===== config.mk =====
export PLATFORM = sky130hd
export DESIGN_NAME = pipeline_hazard_unit
export DESIGN_NICKNAME = d
export VERILOG_FILES = /design/src/rtl/pipeline_hazard_unit_pkg.sv /design/src/rtl/pipeline_hazard_unit_sat_counter.sv /design/src/rtl/pipeline_hazard_unit.sv
export SDC_FILE = /design/constraint.sdc
export NUM_CORES = 1
export LEC_CHECK = 0
export BUFFER_PORTS_ARGS = -buffer_cell sky130_fd_sc_hd__buf_2
export CAP_MARGIN = 20
export CELL_PAD_IN_SITES_DETAIL_PLACEMENT = 1
export CELL_PAD_IN_SITES_GLOBAL_PLACEMENT = 1
export CORE_MARGIN = 8
export CORE_UTILIZATION = 41
export DETAILED_ROUTE_END_ITERATION = 6
export GPL_TIMING_DRIVEN = 0
export PLACE_DENSITY_LB_ADDON = 0.2
export RECOVER_POWER = 50
export SYNTH_ARGS = -nofsm -noshare
export SYNTH_HDL_FRONTEND = slang
export SYNTH_SLANG_ARGS = --single-unit

===== constraint.sdc =====
create_clock -name Clock -period 5.75 [get_ports Clock]
set_clock_uncertainty 0.15 [all_clocks]
set_input_delay 0.575 -clock Clock [delete_from_list [all_inputs] [get_ports Clock]]
set_output_delay 0.575 -clock Clock [all_outputs]
set_load 0.005 [all_outputs]

===== src/rtl/pipeline_hazard_unit_pkg.sv =====
`default_nettype none
// +------------------------------------------------------------------+
// | pipeline_hazard_unit_pkg: hazard FSM encodings and decode helpers |
// | Rev 1.0                                                          |
// +------------------------------------------------------------------+
package pipeline_hazard_unit_pkg;

  typedef enum logic [0:0] {
    RUN    = 1'b0,
    STALL2 = 1'b1
  } hazard_state_t;

  localparam int c_REG_W = 5;

  localparam logic [5:0] c_OP_RTYPE = 6'h00;
  localparam logic [5:0] c_OP_J     = 6'h02;
  localparam logic [5:0] c_OP_JAL   = 6'h03;
  localparam logic [5:0] c_OP_BEQ   = 6'h04;
  localparam logic [5:0] c_OP_BNE   = 6'h05;
  localparam logic [5:0] c_OP_SB    = 6'h28;
  localparam logic [5:0] c_OP_SH    = 6'h29;
  localparam logic [5:0] c_OP_SW    = 6'h2B;
  localparam logic [5:0] c_FUNCT_JR = 6'h08;

  // JR is an R-type but only reads Rs, so it must not flag an Rt dependency.
  function automatic logic op_uses_rt(input logic [5:0] op, input logic [5:0] funct);
    logic r;
    r = 1'b0;
    case (op)
      c_OP_RTYPE:                       r = (funct != c_FUNCT_JR);
      c_OP_BEQ, c_OP_BNE:               r = 1'b1;
      c_OP_SB, c_OP_SH, c_OP_SW:        r = 1'b1;
      default:                          r = 1'b0;
    endcase
    return r;
  endfunction

  function automatic logic op_jump_reg(input logic [5:0] op, input logic [5:0] funct);
    return (op == c_OP_RTYPE) && (funct == c_FUNCT_JR);
  endfunction

  function automatic logic op_is_jump(input logic [5:0] op, input logic [5:0] funct);
    return (op == c_OP_J) || (op == c_OP_JAL) || op_jump_reg(op, funct);
  endfunction

endpackage
`default_nettype wire


===== src/rtl/pipeline_hazard_unit_sat_counter.sv =====
`default_nettype none
// +------------------------------------------------------------------+
// | hazard_sat_counter: saturating event counter, async active-low   |
// | Rev 1.0                                                          |
// +------------------------------------------------------------------+
module hazard_sat_counter #(
  parameter int CNT_W = 16
) (
  input  logic             Clock,
  input  logic             Reset,
  input  logic             Inc,
  output logic [CNT_W-1:0] Count
);

  localparam logic [CNT_W-1:0] c_MAX = '1;
  localparam logic [CNT_W-1:0] c_ONE = {{(CNT_W-1){1'b0}}, 1'b1};

  logic [CNT_W-1:0] r_count;

  always_ff @(posedge Clock or negedge Reset) begin
    if (!Reset) begin
      r_count <= '0;
    end else if (Inc && (r_count != c_MAX)) begin
      r_count <= r_count + c_ONE;
    end
  end

  assign Count = r_count;

endmodule
`default_nettype wire


===== src/rtl/pipeline_hazard_unit.sv =====
`default_nettype none
// +------------------------------------------------------------------+
// | pipeline_hazard_unit: load-use / branch-operand stall and flush   |
// | control for a 5-stage MIPS pipeline with ID-resolved branches     |
// | Rev 1.0                                                          |
// +------------------------------------------------------------------+
module pipeline_hazard_unit
  import pipeline_hazard_unit_pkg::*;
#(
  parameter int CNT_W = 16,
  parameter int REG_W = c_REG_W
) (
  input  logic             Clock,
  input  logic             Reset,
  input  logic [REG_W-1:0] ID_Rs,
  input  logic [REG_W-1:0] ID_Rt,
  input  logic             ID_UsesRt,
  input  logic             ID_Branch,
  input  logic             ID_Jump,
  input  logic             ID_JumpReg,
  input  logic             ID_BranchTaken,
  input  logic             IDEX_RegWrite,
  input  logic             IDEX_MemRead,
  input  logic [REG_W-1:0] IDEX_WriteReg,
  input  logic             EXMEM_MemRead,
  input  logic [REG_W-1:0] EXMEM_WriteReg,
  output logic             PCWrite,
  output logic             IFID_Write,
  output logic             IFID_Flush,
  output logic             IDEX_Bubble,
  output logic [CNT_W-1:0] StallCount,
  output logic [CNT_W-1:0] FlushCount
);

  hazard_state_t r_state;

  function automatic logic reg_match(input logic [REG_W-1:0] a, input logic [REG_W-1:0] b);
    return (a == b) && (a != '0);
  endfunction

  logic w_ex_hit;
  logic w_mem_hit;
  logic w_id_cmp;
  logic w_lu;
  logic w_ba;
  logic w_bl2;
  logic w_bl1;
  logic w_stall;

  assign w_ex_hit  = reg_match(IDEX_WriteReg, ID_Rs) |
                     (ID_UsesRt & reg_match(IDEX_WriteReg, ID_Rt));
  assign w_mem_hit = reg_match(EXMEM_WriteReg, ID_Rs) |
                     (ID_UsesRt & reg_match(EXMEM_WriteReg, ID_Rt));

  // Branches and JR read their operands in ID, so they need results earlier than ALU ops.
  assign w_id_cmp = ID_Branch | ID_JumpReg;
  assign w_lu     = IDEX_MemRead & w_ex_hit;
  assign w_ba     = w_id_cmp & IDEX_RegWrite & ~IDEX_MemRead & w_ex_hit;
  assign w_bl2    = w_id_cmp & IDEX_MemRead & w_ex_hit;
  assign w_bl1    = w_id_cmp & EXMEM_MemRead & w_mem_hit;

  assign w_stall  = (r_state == STALL2) | w_lu | w_ba | w_bl2 | w_bl1;

  always_ff @(posedge Clock or negedge Reset) begin
    if (!Reset) begin
      r_state <= RUN;
    end else begin
      case (r_state)
        RUN:     r_state <= w_bl2 ? STALL2 : RUN;
        STALL2:  r_state <= RUN;
        default: r_state <= RUN;
      endcase
    end
  end

  always_comb begin
    PCWrite     = 1'b0;
    IFID_Write  = 1'b0;
    IFID_Flush  = 1'b0;
    IDEX_Bubble = 1'b1;
    if (Reset && !w_stall) begin
      PCWrite     = 1'b1;
      IFID_Write  = 1'b1;
      IDEX_Bubble = 1'b0;
      IFID_Flush  = ID_Jump | (ID_Branch & ID_BranchTaken);
    end
  end

  hazard_sat_counter #(.CNT_W(CNT_W)) u_stall_cnt (
    .Clock (Clock),
    .Reset (Reset),
    .Inc   (w_stall),
    .Count (StallCount)
  );

  hazard_sat_counter #(.CNT_W(CNT_W)) u_flush_cnt (
    .Clock (Clock),
    .Reset (Reset),
    .Inc   (IFID_Flush),
    .Count (FlushCount)
  );

endmodule
`default_nettype wire


==> metrics.cfg, run 1 <==
[status]
status = finished with violations
violations = max-capacitance violations, max-slew violations

[cts]
cts_buffer_depth = 2
cts_tree = done
cts.sinks = 33
cts_setup_buffers = 0
clockRootBuffer = clkbuf_8
cts_resized = 0
clk_latency_ps = 280
path_clk_slew_ps = 60
cts_made_buffers = 5
holdBufCountCts = 0
cts_max_level = 2

[layout]
nFillCells = 555
n_antenna_cell = 0
mostFrequentLayoutCell = buf_2
synthToLayoutAreaGrowth_pct = 23.4
layout_common_cells = 49 x buf_2, 34 x xnor2_1, 33 x dfrtp_1
final_cells = 317
drive_above_1_share_pct = 30.0
fin_nets = 295

[yosys]
synthFlopType = dfrtp_1
synthCells = 191
synthArstFlopShare_pct = 100
yosysUniqueCellTypes = 38
syn-num-nets = 223
syn_area_sq_um = 1960
yosysWarnings = 0
ys_ff_latch = 33
synth_edf_count = 0
seq_area_frac_synth_pct = 42.1
syn-mean-instance-area_sq_um = 10.3

[timing]
relSlewSlack_pct = -27.4
fin_crit_sh_pct = 61.8
finalHoldViolations = 0
rsz0062_at_grt = no
tns_ps = 0
min_period_ps = 3550
finalMaxSlewViolations = 37
tightest_slew_ps = 1910
fmax_ghz = 0.281
finalSetupViolations = 0
worst_slack_ps = 2200

[worst_setup_path]
crit_path_start = Reset
crit_slowest_cell = clkbuf_1
cp.arrival_ps = 3570
cp_cell_sequence = clkbuf_1, nand2_1, or2_2, buf_6, or4_4, xnor2_2
crit_family = buffers and inverters
r2r_start = u_flush_cnt.Count[0]
crit_buf_inv = 2
critPathLaunchType = primary input
worstSetupEndpointType = flip-flop
critical-path-max-stage-delay_ps = 1340
path_max_fanout = 36
worstSetupPathType = primary input to flip-flop
required_ps = 5760

[worst_hold_path]
holdCritPathClass = flip-flop to flip-flop
hp-start = r_state

[pwr]
p_total_uw = 670
p_switching_uw = 214
p_per_area_nw_per_um2 = 277
p_seq_share_pct = 48.5
clock_power_share_pct = 25.7
power.internal_uw = 456
p_leak_uw = 0.00109
vdd_drop_max_uv = 165
switching_share_pct = 31.9
p_comb_share_pct = 25.8

[place]
routabilityCongestion = 0.801
dp_slack_ps = 2760
io_buffers = 65
placedCellCount = 310
dp_hpwl_microns = 4040

[floorplanning]
die_h_microns = 85.2
ios = 66
core-area_sq_um = 4660
num_rows = 25
die_width_microns = 85.2
start_util_pct = 42.1
die_area_sq_um = 7260

[route]
via_per_inst = 5.24
wl_per_cell_microns = 16.0
drc = 0
routed_wl_microns = 5070
vias = 1661
drt_iter0_drc = 43
ant_nets = 0
drt_pre_antenna_iters = 4

[global_route]
grt-busiest-layer = met2
grt_util_met2_pct = 24.6
grt_max_degree = 37
grt.overflow.total = 0
gr-usage-met3_pct = 4.54
grt_pass1_wl_microns = 8580
antenna_found_initial = 0
grt_use_total_pct = 14.6
grt_pass1_vias = 1760
use_met1_pct = 17.4

[flow_run]
maxCapViolCount = 1

[kinds of logic after synthesis]
family / count (synthesis) / share of synthesized area (%)
multiplexers: 3 / 1.72
adder cells (fa/ha/maj): 2 / 1.27
buffers and inverters: 10 / 3.06
AO/OA/AOI/OAI: 11 / 6.44
AND/OR/NAND/NOR: 85 / 23.7
flip-flops: 33 / 42.1
XOR/XNOR: 47 / 21.7
[power by group through the flow]
stage / Clock, uW / Combinational (uW) / Sequential (uW)
3_3_place_gp: 0 / 173 / 328
5_1_grt: 188 / 195 / 332
4_1_cts: 180 / 184 / 326
6_report: 172 / 173 / 325
3_5_place_dp: 0 / 182 / 330
2_1_floorplan: 0 / 91.8 / 325
[state kept, by name, indices dropped and copies added (netlist names)]
name / cells
r_state: 1
u_flush_cnt.Count: 16
u_stall_cnt.Count: 16
[worst reg2reg max path, stage by stage, from the launching register on]
cell and delay (ps):
dfrtp_1 420, ha_1 250, nand2_1 90, or3_1 200, nor3_1 100, or2_2 290
buf_6 140, or4_4 490, xnor2_2 140
[Yosys cell counts, types with 2 or more instances]
| master | n | share of area [%] |
|---|---|---|
| xnor2_1 | 34 | 15 |
| buf_6 | 2 | 1.1 |
| xnor2_2 | 2 | 1.7 |
| nand4_1 | 9 | 2.9 |
| nand2_1 | 18 | 3.4 |
| and3_1 | 5 | 1.6 |
| or4_4 | 3 | 1.7 |
| nor2_1 | 10 | 1.9 |
| ha_1 | 2 | 1.3 |
| nand3_1 | 17 | 4.3 |
| xor2_1 | 11 | 4.9 |
| mux2_2 | 3 | 1.7 |
| a41oi_1 | 2 | 0.89 |
| or3_1 | 2 | 0.64 |
| inv_1 | 6 | 1.1 |
| buf_4 | 2 | 0.76 |
| a31oi_1 | 2 | 0.64 |
| nor3_1 | 9 | 2.3 |
| dfrtp_1 | 33 | 42 |
[area by class of cell]
class                   instances  area (sq um)  area share, %
well taps                      54          67.6           2.79
multi-input cells             148          1080           44.5
plain buffers                   4          37.5           1.55
clock buffers                   7          86.3           3.56
repair buffers                 65           305           12.6
flip-flops and latches         33           826           34.1
inverters                       6          22.5          0.930
[final timing paths]
kind,endpoint,slack [ps],depth (start not counted)
min in group asynchronous,u_stall_cnt.Count[3],670,1
worst max register to register,u_flush_cnt.Count[5],3360,8
max in group asynchronous,r_state,3680,1
worst min register to register,r_state,340,1
worst max-delay path,u_flush_cnt.Count[5],2200,6
worst min-delay path,r_state,340,1
[routing by layer]
metal,vias to the layer above,part of all wire [%]
li1,806,-
met3,4,5.3
met5,-,0
met4,0,0.69
met2,43,49
met1,808,45
[per-stage QoR]
step,area [sq um],util [%],hold WS (ps)
after floorplan,1960,-,129
after global placement,2360,50.6,328
after detailed placement,2360,50.6,332
after CTS,2440,52.4,267
after global routing,2420,52.0,359
final,2420,52.0,344
Power figures use the tool's default switching activity.
==> inputs of run 2 (changes only) <==
CORE_UTILIZATION = 38   (was 41)
clock period = 3.4 ns   (was 5.75 ns; I/O delays follow)
==> metrics.cfg, run 2 (synthesis results as in run 1) <==
[worst_setup_path]
critPathLaunchType = primary input
r2r_slack_ps = 1050  ; -2310 ps
cp_cell_sequence = buf_2, xnor2_1, nand3_1, o32ai_2, nand3_2, and3_2, buf_4, buf_2
worstSetupPathType = primary input to output pin
cp.arrival_ps = 1900  ; -1670 ps
r2r_start = u_flush_cnt.Count[0]
critPathMostFrequentCell = buf_2
critical-path-max-stage-delay_ps = 320  ; -1020 ps
path_max_fanout = 8  ; -78%
required_ps = 2910  ; -2850 ps
rr_worst_depth = 8  ; unchanged
r2r-end = u_flush_cnt.Count[5]
crit_slowest_cell = o32ai_2
crit_buf_inv = 3  ; +1
crit_family = simple AND/OR/NAND/NOR gates
worstSetupEndpointType = output pin
crit_path_start = IDEX_WriteReg[2]

[cts]
cts_setup_buffers = 0  ; unchanged
cts_resized = 0  ; unchanged
cts.sinks = 33  ; unchanged
clk_latency_ps = 280  ; about the same
cts_tree = done
holdBufCountCts = 0  ; unchanged
clockRootBuffer = clkbuf_8
cts_max_level = 2  ; unchanged
cts_made_buffers = 5  ; unchanged
path_clk_slew_ps = 70  ; about the same
cts_buffer_depth = 2  ; unchanged

[layout]
fin_util_pct = 48.9  ; -3.1 points
synthToLayoutAreaGrowth_pct = 25.5
drive_above_1_share_pct = 32.6  ; +2.5 points
fin_nets = 295  ; unchanged
layout_common_cells = 54 x buf_2, 34 x xnor2_1, 33 x dfrtp_1
final_cells = 334  ; +5.4%
final_cell_area_sq_um = 2460  ; +1.7%
mostFrequentLayoutCell = buf_2
n_antenna_cell = 0  ; unchanged

[timing]
rsz0062_at_grt = no
finalHoldViolations = 8  ; +8
tns_ps = 0  ; unchanged
finalMaxSlewViolations = 0  ; -100%
tightest_slew_ps = 815  ; -1100 ps
fin_crit_sh_pct = 70.3
hold_slack_ps = -4.26  ; -348 ps
finalSetupViolations = 0  ; unchanged
relSlewSlack_pct = 45.7  ; +73 points
fmax_ghz = 0.418
min_period_ps = 2390

[floorplanning]
die_width_microns = 87.9  ; +3.1%
core-area_sq_um = 5040  ; +8.2%
ios = 66  ; unchanged
start_util_pct = 38.9  ; -3.2 points
die_h_microns = 87.9  ; +3.1%
num_rows = 26  ; +4.0%
die_area_sq_um = 7720  ; +6.4%

[pwr]
power.internal_uw = 795  ; +74%
clock_power_share_pct = 28.0  ; +2.3 points
p_comb_share_pct = 24.9  ; -0.9 points
p_leak_uw = 0.00112  ; +2.3%
switching_share_pct = 31.9  ; about the same
p_seq_share_pct = 47.2  ; -1.3 points
p_per_area_nw_per_um2 = 474  ; +71%
vdd_drop_max_uv = 278  ; +68%
p_total_uw = 1170  ; +74%
p_switching_uw = 373  ; +74%

[global_route]
grt_use_total_pct = 14.2  ; -0.40 points
grt.overflow.total = 0  ; unchanged
grt_pass1_wl_microns = 8730  ; +1.7%
grt_pass1_vias = 1826  ; +3.8%
antenna_found_initial = 0  ; unchanged
grt_max_degree = 37  ; unchanged

[status]
status = finished with violations
violations = negative hold slack

[route]
via_per_inst = 4.94  ; -5.7%
drt_iter0_drc = 48  ; +12%
drt_pre_antenna_iters = 2  ; -2
routed_wl_microns = 5160  ; +1.8%
drc = 0  ; unchanged
ant_nets = 0  ; unchanged
wl_per_cell_microns = 15.4  ; -3.4%
vias = 1651  ; -0.60%

[place]
placed_area_sq_um = 2380  ; +0.85%
placedCellCount = 326  ; +5.2%
routabilityCongestion = 0.733  ; -8.5%
io_buffers = 65  ; unchanged
dp_hpwl_microns = 4060  ; +0.40%

[worst_hold_path]
holdCritPathClass = primary input to async pin

[flow_run]
maxCapViolCount = 0  ; -1

-- run 2: changes by cell type in the layout (fill, tap and decap cells not counted) --
cell,delta
buf_2,+5
buf_1,+1
clkbuf_8,+1
clkbuf_1,-7
clkinv_2,+1
-- run 2: power groups by stage --
stage               logic [uW]  clock network [uW]  registers [uW]
finish                     291                 327             551
global route               324                 354             565
CTS                        304                 340             552
detailed placement         303                   0             558
global placement           293                   0             555
floorplan                  155                   0             550
-- run 2: layer usage --
| layer | wire length, microns | GRT usage [%] |
|---|---|---|
| met2 | 2520 | 23.8 |
| met4 | 48 | 4.22 |
| met1 | 2290 | 17.0 |
| met3 | 293 | 4.41 |
| met5 | 0 | 0 |
-- run 2: worst max-delay path by stage --
stage,depth (start not counted),end
floorplan,8,u_flush_cnt.Count[5]
global placement,6,u_flush_cnt.Count[5]
detailed placement,6,u_flush_cnt.Count[5]
CTS,6,u_flush_cnt.Count[5]
global route,6,u_flush_cnt.Count[5]
finish,8,PCWrite
-- run 2: cell type report --
class	instances	area [sq um]
repair buffers	65	312
clock inverters	1	5.00
flip-flops and latches	33	826
clock buffers	7	96.3
multi-input cells	148	1080
plain buffers	4	37.5
fillers	614	2580
well taps	70	87.6
inverters	6	22.5
-- run 2: metrics by stage --
step	setup slack [ps]	hold WS (ps)
3_3_place_gp	680	329
3_5_place_dp	664	334
5_1_grt	839	53.5
6_report	1010	-4.26
4_1_cts	975	26.7
2_1_floorplan	1160	-106
